$ cat config.mk
export PLATFORM = sky130hd
export DESIGN_NAME = instr_fetch_unit
export DESIGN_NICKNAME = d
export VERILOG_FILES = /design/src/rtl/instr_fetch_unit.sv
export SDC_FILE = /design/constraint.sdc
export NUM_CORES = 1
export LEC_CHECK = 0
export BUFFER_PORTS_ARGS = -buffer_cell sky130_fd_sc_hd__buf_4
export CAP_MARGIN = 10
export CORE_AREA = 8 8 184 186
export CTS_CLUSTER_DIAMETER = 40
export CTS_CLUSTER_SIZE = 12
export DETAILED_ROUTE_END_ITERATION = 7
export DIE_AREA = 0 0 192 194
export PLACE_DENSITY = 0.53
export SYNTH_ARGS = -nofsm -noshare
export SYNTH_HDL_FRONTEND = slang
export SYNTH_SLANG_ARGS = --single-unit
$ cat constraint.sdc
create_clock -name i_clk -period 4.1 [get_ports i_clk]
set_input_delay 0.41 -clock i_clk [delete_from_list [all_inputs] [get_ports i_clk]]
set_output_delay 0.41 -clock i_clk [all_outputs]
set_load 0.01 [all_outputs]
$ cat src/rtl/instr_fetch_unit.sv
// Instruction fetch unit: issues word fetches under buffer credit, queues in-order
// responses in a small FIFO for decode, and flushes/drops stale work on redirect.
module instr_fetch_unit #(
    parameter logic [31:0] RESET_PC = 32'h0000_0000,
    parameter int unsigned DEPTH    = 2
) (
    input  logic        i_clk,
    input  logic        i_arst,
    output logic        o_memReqValid,
    input  logic        i_memReqReady,
    output logic [31:0] o_memReqAddr,
    input  logic        i_memRspValid,
    input  logic [31:0] i_memRspData,
    input  logic        i_redirectEn,
    input  logic [31:0] i_redirectPc,
    output logic        o_instrValid,
    input  logic        i_instrReady,
    output logic [31:0] o_instr,
    output logic [31:0] o_instrPc,
    output logic [6:0]  o_operand,
    output logic [2:0]  o_funct3,
    output logic        o_funct7bit5
);
    localparam int unsigned PtrW = $clog2(DEPTH);
    localparam int unsigned CntW = PtrW + 1;
    typedef logic [CntW-1:0] cnt_t;
    typedef logic [CntW:0]   sum_t;

    logic [31:0]     fetch_pc_q, fetch_pc_d;
    // PC owed to the next response that will actually be kept
    logic [31:0]     rsp_pc_q, rsp_pc_d;
    cnt_t            count_q, count_d;
    cnt_t            outst_q, outst_d;
    cnt_t            drop_q, drop_d;
    logic [PtrW-1:0] rd_ptr_q, rd_ptr_d;
    logic [PtrW-1:0] wr_ptr_q, wr_ptr_d;
    logic            run_q;
    logic [31:0]     data_q [DEPTH];
    logic [31:0]     pc_q   [DEPTH];

    logic        req_hs, rsp_take, push, pop;
    logic [31:0] redirect_pc;
    logic [1:0]  unused_redirect_lo;

    assign redirect_pc        = {i_redirectPc[31:2], 2'b00};
    assign unused_redirect_lo = i_redirectPc[1:0];

    always_comb begin
        o_memReqValid = run_q && !i_redirectEn &&
                        ((sum_t'(count_q) + sum_t'(outst_q)) < sum_t'(DEPTH));
        o_memReqAddr  = fetch_pc_q;
        req_hs        = o_memReqValid && i_memReqReady;
        // With nothing outstanding a response belongs to no live request
        rsp_take      = i_memRspValid && (outst_q != '0);
        push          = rsp_take && (drop_q == '0) && !i_redirectEn;
        o_instrValid  = (count_q != '0);
        pop           = o_instrValid && i_instrReady && !i_redirectEn;
        o_instr       = o_instrValid ? data_q[rd_ptr_q] : '0;
        o_instrPc     = o_instrValid ? pc_q[rd_ptr_q] : '0;
        o_operand     = o_instr[6:0];
        o_funct3      = o_instr[14:12];
        o_funct7bit5  = o_instr[30];
    end

    always_comb begin
        fetch_pc_d = fetch_pc_q;
        rsp_pc_d   = rsp_pc_q;
        count_d    = count_q + cnt_t'(push) - cnt_t'(pop);
        outst_d    = outst_q + cnt_t'(req_hs) - cnt_t'(rsp_take);
        drop_d     = drop_q;
        rd_ptr_d   = rd_ptr_q;
        wr_ptr_d   = wr_ptr_q;
        if (req_hs) begin
            fetch_pc_d = fetch_pc_q + 32'd4;
        end
        if (rsp_take && (drop_q != '0)) begin
            drop_d = drop_q - cnt_t'(1);
        end
        if (push) begin
            wr_ptr_d = wr_ptr_q + 1'b1;
            rsp_pc_d = rsp_pc_q + 32'd4;
        end
        if (pop) begin
            rd_ptr_d = rd_ptr_q + 1'b1;
        end
        if (i_redirectEn) begin
            fetch_pc_d = redirect_pc;
            rsp_pc_d   = redirect_pc;
            count_d    = '0;
            rd_ptr_d   = '0;
            wr_ptr_d   = '0;
            drop_d     = outst_d;
        end
    end

    always_ff @(posedge i_clk or posedge i_arst) begin
        if (i_arst) begin
            fetch_pc_q <= RESET_PC;
            rsp_pc_q   <= RESET_PC;
            count_q    <= '0;
            outst_q    <= '0;
            drop_q     <= '0;
            rd_ptr_q   <= '0;
            wr_ptr_q   <= '0;
            run_q      <= 1'b0;
        end else begin
            fetch_pc_q <= fetch_pc_d;
            rsp_pc_q   <= rsp_pc_d;
            count_q    <= count_d;
            outst_q    <= outst_d;
            drop_q     <= drop_d;
            rd_ptr_q   <= rd_ptr_d;
            wr_ptr_q   <= wr_ptr_d;
            run_q      <= 1'b1;
        end
    end

    always_ff @(posedge i_clk) begin
        if (push) begin
            data_q[wr_ptr_q] <= i_memRspData;
            pc_q[wr_ptr_q]   <= rsp_pc_q;
        end
    end

    // Credit accounting makes a kept response into a full buffer impossible
    assert property (@(posedge i_clk) disable iff (i_arst)
        !(rsp_take && (drop_q == '0) && (count_q == cnt_t'(DEPTH))));

endmodule

# Yosys cells after proc, flatten, opt, wreduce, memory -nomap -nowiden
# Memories as Yosys holds them, arrays and structs flattened.
# Cells that the tools add are included.
[totals]
register_bits = 73
ramBits = 128
inputBits = 70
elab_cells = 54
mem_count = 2
[memory_table]
columns = ["memory", "words", "width", "read_ports", "rd_clocked_by_memory_dff", "wr", "line", "source"]
rows = [
  ["data_q", 2, 32, 1, 0, 1, "38", "logic [31:0] data_q [DEPTH];"],
  ["pc_q", 2, 32, 1, 0, 1, "39", "logic [31:0] pc_q [DEPTH];"],
]
[classes]
add_sub_neg = 10
order_cmp = 1
n_mux = 15
reduce_logical = 18
[op_table]
columns = ["op", "n"]
rows = [
  ["2-to-1 mux 32 bit", 6],
  ["adder 32 x 3 -> 32 bit, second input constant", 2],
  ["nonzero test 2 bit", 7],
  ["logical AND 1 bit", 9],
  ["2-to-1 mux 1 bit", 6],
  ["2-to-1 mux 2 bit", 3],
  ["adder 2 x 1 -> 2 bit", 2],
  ["subtractor 2 x 1 -> 2 bit", 2],
  ["adder 2 x 2 -> 3 bit", 1],
  ["< comparator 3 x 2 -> 1 bit, second input constant", 1],
  ["adder 1 bit, second input constant", 2],
  ["logical NOT 2 bit", 1],
  ["subtractor 2 x 1 -> 2 bit, second input constant", 1],
  ["logical NOT 1 bit", 1],
]

# Logic depth before layout (Yosys ltp)
# Gate-level depths: netlist of the first run.
[logic_depth]
word_depth = 7
mapped_depth = 11

# Worst setup path after synthesis of the first run
# Ideal clock, no wire load.
[synth_path]
path_type = "input -> register"
start = "input i_redirectEn"
end = "memory data_q[0][0] (enable)"
setup_ns = 0.482
arrival_ns = 3.733
setup_slack_ns = -0.116
cell_stages = 5
path_buffers = 2
cell_sequence = "inv_1 -> clkbuf_1 -> clkbuf_1 -> nand2_1 -> nor2_1"
[synth_between]
elab_chain_cells = 4
[synth_lines]
columns = ["item", "line", "source"]
rows = [
  ["start: declaration", "14", "input logic i_redirectEn,"],
  ["logical NOT 1 bit", "55", "push = rsp_take && (drop_q == '0) && !i_redirectEn;"],
  ["logical AND 1 bit", "55", ""],
  ["2-to-1 mux 1 bit", "119", "if (push) begin"],
  ["2-to-1 mux 1 bit (implied by the code)", "120", "data_q[wr_ptr_q] <= i_memRspData;"],
  ["end: declaration", "38", ""],
]
# Every way passes these cells.

# Final worst setup path of the first run
[layout_path]
start = "register outst_q[0]"
end = "register fetch_pc_q[25], in the netlist o_memReqAddr[25]"
[layout_between]
elab_chain_cells = 5
[layout_lines]
columns = ["item", "line", "source"]
rows = [
  ["start: declaration", "33", "cnt_t outst_q, outst_d;"],
  ["start signal: assignment", "110", "outst_q <= outst_d;"],
  ["adder 2 x 2 -> 3 bit", "50", "((sum_t'(count_q) + sum_t'(outst_q)) < sum_t'(DEPTH));"],
  ["< comparator 3 x 2 -> 1 bit", "50", ""],
  ["logical AND 1 bit", "49", "o_memReqValid = run_q && !i_redirectEn &&"],
  ["logical AND 1 bit", "52", "req_hs = o_memReqValid && i_memReqReady;"],
  ["nonzero test 2 bit (no source line)", "--", ""],
  ["end signal: assignment", "107", "fetch_pc_q <= fetch_pc_d;"],
  ["end: declaration", "29", "logic [31:0] fetch_pc_q, fetch_pc_d;"],
]
# Every way passes these cells.
# A chain may end at the register's enable or synchronous reset.

==> results of run 1 <==
==> worst reg2reg max path, cell delays in order, from the launching register on <==
cell,delay (ns)
dfrtp_1,0.45
and2_1,0.20
fa_1,0.49
and4bb_2,0.52
nand4_1,0.54
or4_1,0.66
a31oi_1,0.19
==> cells by family after synthesis <==
logic type               synth area share
multiplexers                       0.0880
AO/OA/AOI/OAI                      0.0680
buffers and inverters              0.0354
AND/OR/NAND/NOR                     0.157
other                            0.000851
flip-flops                          0.617
XOR/XNOR                           0.0208
adder cells (fa/ha/maj)            0.0122
==> state kept, by name (all words and copies together), names as in the netlist <==
register	count
count_q	2
data_q	64
drop_q	2
o_memReqAddr	30
outst_q	2
pc_q	60
rd_ptr_q	1
rsp_pc_q	30
run_q	1
wr_ptr_q	1
==> metal layers <==
metal | vias to the layer above | GRT usage | routed length, um
li1 | 2994 | - | -
met1 | 3005 | 0.183 | 11600
met2 | 185 | 0.183 | 10300
met3 | 11 | 0.0284 | 1350
met4 | 0 | 0.0289 | 184
met5 | - | 0 | 0
==> report_power, final <==
part / switching (mW) / internal (mW)
registers: 0.216 / 2.28
clock network: 0.730 / 1.01
logic: 0.670 / 0.587
==> how the worst min path moves through the flow <==
stage                                         endpoint  slack [ns]  cells after the start               startpoint
after global routing           rsp_pc_q[8]$_DFFE_PP0N_        0.12                      2                   i_arst
after CTS                 o_memReqAddr[31]$_DFFE_PP0P_        0.10                      2                   i_arst
final                     o_memReqAddr[31]$_DFFE_PP0P_        0.09                      2                   i_arst
after floorplan                   pc_q[0][9]$_DFFE_PP_        0.46                      0  rsp_pc_q[9]$_DFFE_PP0N_
after global placement            pc_q[0][3]$_DFFE_PP_        0.51                      0  rsp_pc_q[3]$_DFFE_PP0N_
after detailed placement          pc_q[0][8]$_DFFE_PP_        0.52                      0  rsp_pc_q[8]$_DFFE_PP0N_
==> cells in the final DEF (no fill, tap or decap), types with 6 or more instances in the layout <==
cell type	count
xnor2_1	16
or3_1	13
nor2_1	100
nor4_1	9
nand2_1	31
nand4_1	17
nor2b_1	6
o21ai_0	13
ha_1	7
or4_1	21
nand3_1	20
mux2_2	13
a31oi_1	28
dfrtp_1	68
inv_1	13
buf_4	180
edfxtp_1	124
and4_1	10
a311oi_1	6
mux2i_1	63
clkbuf_16	20
nor3_1	17
o31ai_1	17
==> stage by stage <==
step	std cells	total power, mW	worst slack [ns]	hold WS, ns
2_1_floorplan	725	3.23	0.912	0.464
3_3_place_gp	1257	3.81	1.03	0.513
3_5_place_dp	1257	3.83	0.998	0.519
4_1_cts	1289	5.59	0.960	0.101
5_1_grt	1289	5.79	0.805	0.122
6_report	1289	5.48	0.976	0.0945
==> cell type report <==
cell class                 instances  share of cell area
clock inverter                     8             0.00732
sequential                       193               0.491
timing repair buffer             181               0.123
tap                              402              0.0453
inverter                          15             0.00507
multi-input combinational        466               0.279
clock buffer                      24              0.0491
==> impl_results.md, run 1 <==
* Status: complete, no violations
* GRT Util Overall at 0.125
* Post-route ant nets at 0
* CP max stage cell: or4_1
* Commonest cells in the netlist: edfxtp_1 (124), nor2_1 (102), dfrtp_1 (69)
* IO buf count at about 170
* Post-placement cell area at ~10000 um2
* Slew @ Worst Pin at about 1.1 ns
* Post-synth top flop: edfxtp_1
* Mapped cell area at between 8000 and 9000 um2
* Grt total ovfl at 0
* Core Region at 31100 um2
* CP endpoint: o_memReqAddr[25]$_DFFE_PP0P_
* Worst Path Class, Setup: reg2reg
* Most common cell in the netlist: edfxtp_1
* Layout fillers at approximately 3100
* Critical Path Fanout Max at 15
* Slew Limit Fails at 0
* Clock buffer depth at 2
* Crit path launch: outst_q[0]$_DFF_PP0_
* Footprint of the multi-input gates at between 3000 and 4000 um2
* Antenna Cells at 0
* Resized cells post-CTS at 0
* Vias per cell at around 4.8
* Max-cap violations at 0
* Initial core utilization at 0.284
* Seq/Total Area, Yosys at 0.617
* NumNets Final at between 900 and 1000
* # DRC at 0
* Clock-pin slew on the worst setup and hold paths at 0.08 ns
* Final Hold Fails at 0
* CP max stage delay at around 0.66 ns
* Die Ht at just under 200 um
* Row Count at 65
* TritonCTS clock tree: yes
* Yosys warns at 0
* Worst vdd rail ir drop at around 0.26 mV
* Clk_lat worst skew at about 0.43 ns
* Vias in the first global route at roughly 6100
* Worst R2R End: o_memReqAddr[25]$_DFFE_PP0P_
* Largest cells by area after synthesis: edfxtp_1 (42%), dfrtp_1 (20%), mux2i_1 (7.1%), nor2_1 (4.3%), a31oi_1 (2.0%)
* Worst setup SP type: flip-flop
* WP buf/inv at 0
* FF/Latch Area at around 5500 um2
* Share of cells above drive strength 1 at 0.271
* Postcts setup bufs at 0
* Critical path depth at 6
* Synth-to-layout area growth at 25.8%
* FF+latch count, synth at between 150 and 200
* Post-route cell area at ~11000 um2
* Pwr dens at about 500 nW/um2
* Hold-fix buffers, CTS at 0
* Root Buffer: clkbuf_16
* IO Pins at 179
* Placer congestion estimate at approximately 0.78
* Final core occ at 0.357
* Synth top area share at 0.422
* Initial antenna violation count at 0
* Reg2reg setup slack at a little under 1 ns
* Die extent in x at between 150 and 200 um
* DR iter-0 viols at between 200 and 300
* DR WL/cell at around 18 um
* Worst path arrival time at 3.47 ns
* Critical R2R Launch: outst_q[0]$_DFF_PP0_
* Period utilisation layout at 0.762
* Syn avg cell area at between 10 and 15 um2
* Yosys cell types at 49
* Leading area contributor after synthesis: edfxtp_1
* Count of final setup violators at 0
* Largest net degree at the start of global routing at 63
* Static leakage at between 4 and 5 nW
* Ys async rst share at 0.358
* First-pass iteration count of the detailed router at 4
* Clock sinks at 193
* DIE AREA at 37200 um2
* Worst Skew at a little under 0.02 ns
* Dpl hpwl at 16400 um
* Worst slew margin at 0.270
* H-tree depth at 4
* Setup TNS at 0 ns
* CTS buffer count at 17
* Post-synth EDFFs at ~120
* Cell family with most CP delay: simple AND/OR/NAND/NOR gates
* Worst Setup End Kind: flip-flop
* Vias at around 6200
* Top achievable clock speed at 320 MHz
* Total routed wirelength at roughly 23000 um
* Worst-path cell chain: and2_1 -> fa_1 -> and4bb_2 -> nand4_1 -> or4_1 -> a31oi_1
* Final min period at ~3.1 ns
* First-pass GRT wire length at 36400 um
* Hold WC Path Type: in2async
* Cells after Synth at between 700 and 800
* Worst r2r path cells at 6
* Required time of the critical path at ~4.5 ns
* RSZ-0062 raised after global routing: false
Note: power is estimated with default switching activity, not from simulation.
==> inputs of run 2 (changes only) <==
PLACE_DENSITY = 0.51   (was 0.53)
clock period = 2.9 ns   (was 4.1 ns; I/O delays follow)
==> impl_results.md, run 2 (synthesis results as in run 1) <==
* Critical Path Fanout Max at 4
* Total routed wirelength at 23700 um
* Status: complete, no violations
* Dpl hpwl at between 15000 and 20000 um
* Count of final setup violators at 0
* Initial antenna violation count at 0
* Core Region at a little over 30000 um2
* Worst R2R End: drop_q[1]$_DFFE_PP0P_
* Critical R2R Launch: count_q[0]$_DFF_PP0_
* Vias at about 6200
* Largest net degree at the start of global routing at 65
* Largest regs: data_q x64, pc_q x60
* Row Count at 65
* Worst Setup End Kind: flip-flop
* CP max stage delay at around 0.49 ns
* Required time of the critical path at 3.21 ns
* Final min period at 2.66 ns
* TritonCTS clock tree: yes
* Most common cell after layout, fill and taps aside: buf_4
* DR WL/cell at 18.2 um
* Reg2reg setup slack at 0.24 ns
* Most frequent cells in the layout: buf_4 (184), edfxtp_1 (124), nor2_1 (100), dfrtp_1 (68), mux2i_1 (63)
* WP buf/inv at 2
* Synth-to-layout area growth at 26.8%
* CP max stage cell: fa_1
* CTS buffer count at 17
* Static leakage at slightly above 4 nW
* Worst r2r path cells at 11
* Grt total ovfl at 0
* Met2 usage at 0.187
* Largest register FFs at 64
* # DRC at 0
* GR Util met1 at 0.177
* M3 GR Usage at 0.0302
* Clock-pin slew on the worst setup and hold paths at roughly 0.080 ns
* Die Ht at around 190 um
* Worst-path cell chain: and2_1 -> fa_1 -> nand4bb_1 -> nor2_1 -> inv_1 -> ha_1 -> inv_1 -> ha_1 -> xnor2_1 -> xnor2_1 -> mux2_2
* DR iter-0 viols at ~240
* RSZ-0062 raised after global routing: false
* Worst Skew at between 0.01 and 0.015 ns
* Slew Limit Fails at 0
* Root Buffer: clkbuf_16
* Post-route ant nets at 0
* IO buf count at between 150 and 200
* Worst slew margin at 0.474
* Hold Path Depth at 1
* IO Pins at between 150 and 200
* Placer congestion estimate at between 0.7 and 0.8
* Vias per cell at 4.80
* Period utilisation layout at 0.918
* Cell family with most CP delay: adder cells
* Hold endpoint: data_q[1][29]$_DFFE_PP_
* Die extent in x at 192 um
* Worst setup SP type: flip-flop
* Top achievable clock speed at 376 MHz
* Largest reg by FF count: data_q
* GRT Util Overall at 0.125
* Clock sinks at 193
* Global routing's busiest layer: met2
* Final Hold Fails at 0
* Worst Path Class, Setup: reg2reg
* Antenna Cells at 0
* Worst vdd rail ir drop at about 0.40 mV
* NumNets Final at a little under 1000
* Vias in the first global route at between 6000 and 7000
* First-pass GRT wire length at approximately 36000 um
* Min-delay src: i_memRspData[29]
* Hold WC Path Type: in2reg
* Share of cells above drive strength 1 at 0.278
* Initial core utilization at 0.284
* Pwr dens at 692 nW/um2
* Clock buffer depth at 2
* DIE AREA at roughly 37000 um2
* Clk_lat worst skew at ~0.43 ns
* Layout fillers at around 3100
* Worst path arrival time at approximately 3.0 ns
* H-tree depth at 4
* Slew @ Worst Pin at roughly 0.78 ns
* First-pass iteration count of the detailed router at 4
* Max-cap violations at 0
* Final core occ at 0.360
* Setup TNS at 0 ns
-- run 2: final cells by class --
cell class / instances / area [um2] / share of cell area
timing repair buffer: 190 / 1490 / 0.133
sequential: 193 / 5450 / 0.487
multi-input combinational: 466 / 3090 / 0.276
tap: 402 / 503 / 0.0449
inverter: 15 / 56.3 / 0.00503
clock inverter: 13 / 138 / 0.0123
clock buffer: 19 / 455 / 0.0407
-- run 2: where the power goes --
part / switching (mW) / internal [mW] / total [mW]
clock: 1.12 / 1.28 / 2.39
combinational: 1.01 / 0.871 / 1.88
sequential: 0.251 / 3.22 / 3.47
-- run 2: stage by stage --
stage / setup slack (ns) / total power [mW] / cell area [um2] / std cells / hold slack [ns]
2_1_floorplan: 0.0108 / 4.57 / 8850 / 725 / 0.389
3_3_place_gp: 0.272 / 5.44 / 10600 / 1265 / 0.362
3_5_place_dp: 0.245 / 5.46 / 10600 / 1265 / 0.365
4_1_cts: 0.226 / 7.88 / 11200 / 1298 / 0.0198
5_1_grt: 0.0525 / 8.17 / 11200 / 1298 / 0.0140
6_report: 0.237 / 7.74 / 11200 / 1298 / 0.0453
-- run 2: timing repair --
item,in CTS,in global routing
buffers inserted,0,0
resized for setup,0,0
hold endpoints to repair,20,0
hold buffers,1,0
-- run 2: per-layer routing --
layer,routed length (um),up-vias
met4,329,0
met2,10600,180
li1,-,3025
met3,1320,18
met1,11500,3006
met5,0,-
-- run 2: worst register-to-register path, stage by stage (launching register included) --
cell,delay (ns)
dfrtp_1,0.43
and2_1,0.17
fa_1,0.49
nand4bb_1,0.23
nor2_1,0.15
inv_1,0.06
ha_1,0.27
inv_1,0.04
ha_1,0.18
xnor2_1,0.14
xnor2_1,0.14
mux2_2,0.27
-- run 2: worst max path at each step --
| stage | from | endpoint | cells after the start |
|---|---|---|---|
| final | count_q[0]$_DFF_PP0_ | drop_q[1]$_DFFE_PP0P_ | 11 |
| after global routing | count_q[0]$_DFF_PP0_ | drop_q[1]$_DFFE_PP0P_ | 11 |
| after CTS | count_q[0]$_DFF_PP0_ | drop_q[1]$_DFFE_PP0P_ | 11 |
| after detailed placement | count_q[0]$_DFF_PP0_ | drop_q[1]$_DFFE_PP0P_ | 11 |
| after global placement | count_q[0]$_DFF_PP0_ | drop_q[1]$_DFFE_PP0P_ | 11 |
| after floorplan | i_redirectEn | data_q[1][0]$_DFFE_PP_ | 4 |
==> inputs of run 3 (changes only) <==
ABC_AREA = 1   (was not set)
CORE_AREA = 8 8 191 193   (was 8 8 184 186)
DIE_AREA = 0 0 199 201   (was 0 0 192 194)
PLACE_DENSITY = 0.52   (was 0.51)
clock period = 2.35 ns   (was 2.9 ns; I/O delays follow)
==> impl_results.md, run 3 <==
* Status: complete, no violations
* Leading area contributor after synthesis: edfxtp_1
* Worst Path Class, Setup: reg2reg
* H-tree depth at 4
* Clock-pin slew on the worst setup and hold paths at approximately 0.08 ns
* Commonest cells in the netlist: nand2_1 (385), edfxtp_1 (124), inv_1 (87)
* Design Power at 10.6 mW
* Syn avg cell area at 8.92 um2
* Hold WC Path Type: in2reg
* Synth-to-layout area growth at 29.7%
* Clock sinks at between 150 and 200
* GRT Util Overall at 0.138
* Total routed wirelength at between 20000 and 30000 um
* Dpl hpwl at just under 20000 um
* IO Pins at 179
* Layout fillers at approximately 3400
* Synth top area share at 0.390
* DR WL/cell at about 16 um
* Clock buffer depth at 2
* Post-synth EDFFs at between 100 and 150
* Top achievable clock speed at 442 MHz
* Share of cells above drive strength 1 at 0.215
* Final core occ at 0.372
* Cells after Synth at about 1100
* Vias in the first global route at 7687
* Yosys warns at 0
* DR iter-0 viols at ~500
* Worst path arrival time at between 2 and 3 ns
* Post-route cell area at between 10000 and 15000 um2
* IO buf count at between 150 and 200
* Post-synth top flop: edfxtp_1
* Antenna Cells at 0
* Placer congestion estimate at between 0.8 and 0.9
* Ys async rst share at 0.358
* First-pass iteration count of the detailed router at 7
* Grt total ovfl at 0
* Post-placement cell area at 11400 um2
* Worst hold margin at approximately 0.06 ns
* Row Count at 67
* TritonCTS clock tree: yes
* Die extent in x at between 150 and 200 um
* Initial core utilization at 0.287
* Final Hold Fails at 0
* Yosys cell types at 39
* Core Region at roughly 33000 um2
* Initial antenna violation count at 0
* Max-cap violations at 0
* Worst Setup End Kind: flip-flop
* Worst vdd rail ir drop at between 0.4 and 0.5 mV
* Largest register FFs at 64
* Largest reg by FF count: data_q
* Largest regs: data_q x64, pc_q x60
* Period utilisation layout at 0.963
* Mapped cell area at 9540 um2
* Final min period at 2.26 ns
* Vias at ~7800
* # DRC at 0
* NumNets Final at around 1300
* Slew Limit Fails at 0
* Required time of the critical path at between 2 and 3 ns
* Die Ht at roughly 200 um
* Most frequent cells in the layout: nand2_1 (385), buf_4 (184), edfxtp_1 (124), inv_1 (84), nor2_1 (78)
* Vias per cell at about 4.5
* CTS buffer count at 17
* Largest cells by area after synthesis: edfxtp_1 (39%), dfrtp_1 (18%), nand2_1 (15%), a21oi_1 (3.6%), nand3_1 (3.5%)
* Largest net degree at the start of global routing at 67
* Seq/Total Area, Yosys at 0.571
* Root Buffer: clkbuf_16
* Most common cell after layout, fill and taps aside: nand2_1
* DIE AREA at approximately 40000 um2
* Post-route ant nets at 0
* Worst setup SP type: flip-flop
* Most common cell in the netlist: nand2_1
* Clk_lat worst skew at about 0.43 ns
* RSZ-0062 raised after global routing: true
* FF+latch count, synth at ~190
* Critical Path Fanout Max at 3
* Count of final setup violators at 0
* Pwr dens at 859 nW/um2
* Worst Skew at roughly 0.014 ns
* First-pass GRT wire length at about 44000 um
* Static leakage at 5.26 nW
## run 3: path summary, 6_finish.rpt
kind                                     startpoint                          end  slack, ns  cells past startpoint
min in group asynchronous                    i_arst  o_memReqAddr[2]$_DFFE_PP0P_       0.22                      3
hold / removal                     i_redirectPc[24]     rsp_pc_q[24]$_DFFE_PP0N_       0.06                      3
max in group asynchronous                    i_arst     rsp_pc_q[16]$_DFFE_PP0N_       1.53                      4
setup reg to reg               outst_q[0]$_DFF_PP0_        drop_q[1]$_DFFE_PP0P_       0.09                     12
hold reg to reg            rsp_pc_q[18]$_DFFE_PP0N_        pc_q[1][18]$_DFFE_PP_       0.58                      0
setup / recovery               outst_q[0]$_DFF_PP0_        drop_q[1]$_DFFE_PP0P_       0.09                     12
## run 3: per-layer routing
metal	vias to the layer above	wire (um)	GRT usage
li1	3891	-	-
met2	202	12600	0.220
met3	17	1670	0.0354
met1	3724	13500	0.190
met5	-	0	0
met4	0	189	0.0225
## run 3: cells by family (layout without fill, tap and decap cells)
family | Yosys count | count (layout) | share of synthesized area
flip-flops | 193 | 193 | 0.571
buffers and inverters | 139 | 348 | 0.0648
AND/OR/NAND/NOR | 589 | 589 | 0.264
XOR/XNOR | 21 | 21 | 0.0193
adder cells (fa/ha/maj) | 8 | 8 | 0.0113
other | 2 | 5 | 0.000787
AO/OA/AOI/OAI | 118 | 118 | 0.0683
## run 3: area by class of cell
| class | instances | area [um2] | share of cell area |
|---|---|---|---|
| multi-input cells | 741 | 3550 | 0.287 |
| well taps | 448 | 561 | 0.0453 |
| repair buffers | 224 | 1850 | 0.150 |
| clock inverters | 15 | 183 | 0.0148 |
| inverters | 92 | 348 | 0.0281 |
| flip-flops and latches | 193 | 5450 | 0.441 |
| clock buffers | 17 | 425 | 0.0344 |
## run 3: critical path: stages, from the launching register on
cell,delay [ns]
dfrtp_1,0.41
nand2_1,0.08
inv_1,0.05
fa_1,0.44
nor2_2,0.15
nand4_4,0.11
ha_4,0.28
inv_2,0.04
ha_4,0.15
xnor2_2,0.13
xnor2_2,0.15
nand2_1,0.06
o211ai_1,0.08
## run 3: per-stage QoR
stage	setup TNS, ns	setup slack (ns)	cells
after floorplan	0	0.00979	1073
after global placement	0	0.105	1663
after detailed placement	0	0.0537	1663
after CTS	0	0.0342	1728
after global routing	-0.0528	-0.0208	1730
final	0	0.0864	1730
## run 3: what timing repair did
action	CTS	global route
endpoints found under the setup margin	0	2
gates resized for setup	0	7
hold endpoints to repair	133	0
buffers inserted	0	2
hold buffers	33	0
## run 3: power by group
| part | switching (mW) | internal, mW |
|---|---|---|
| combinational | 1.81 | 1.25 |
| clock | 1.46 | 1.54 |
| sequential | 0.455 | 4.10 |
| total | 3.73 | 6.90 |
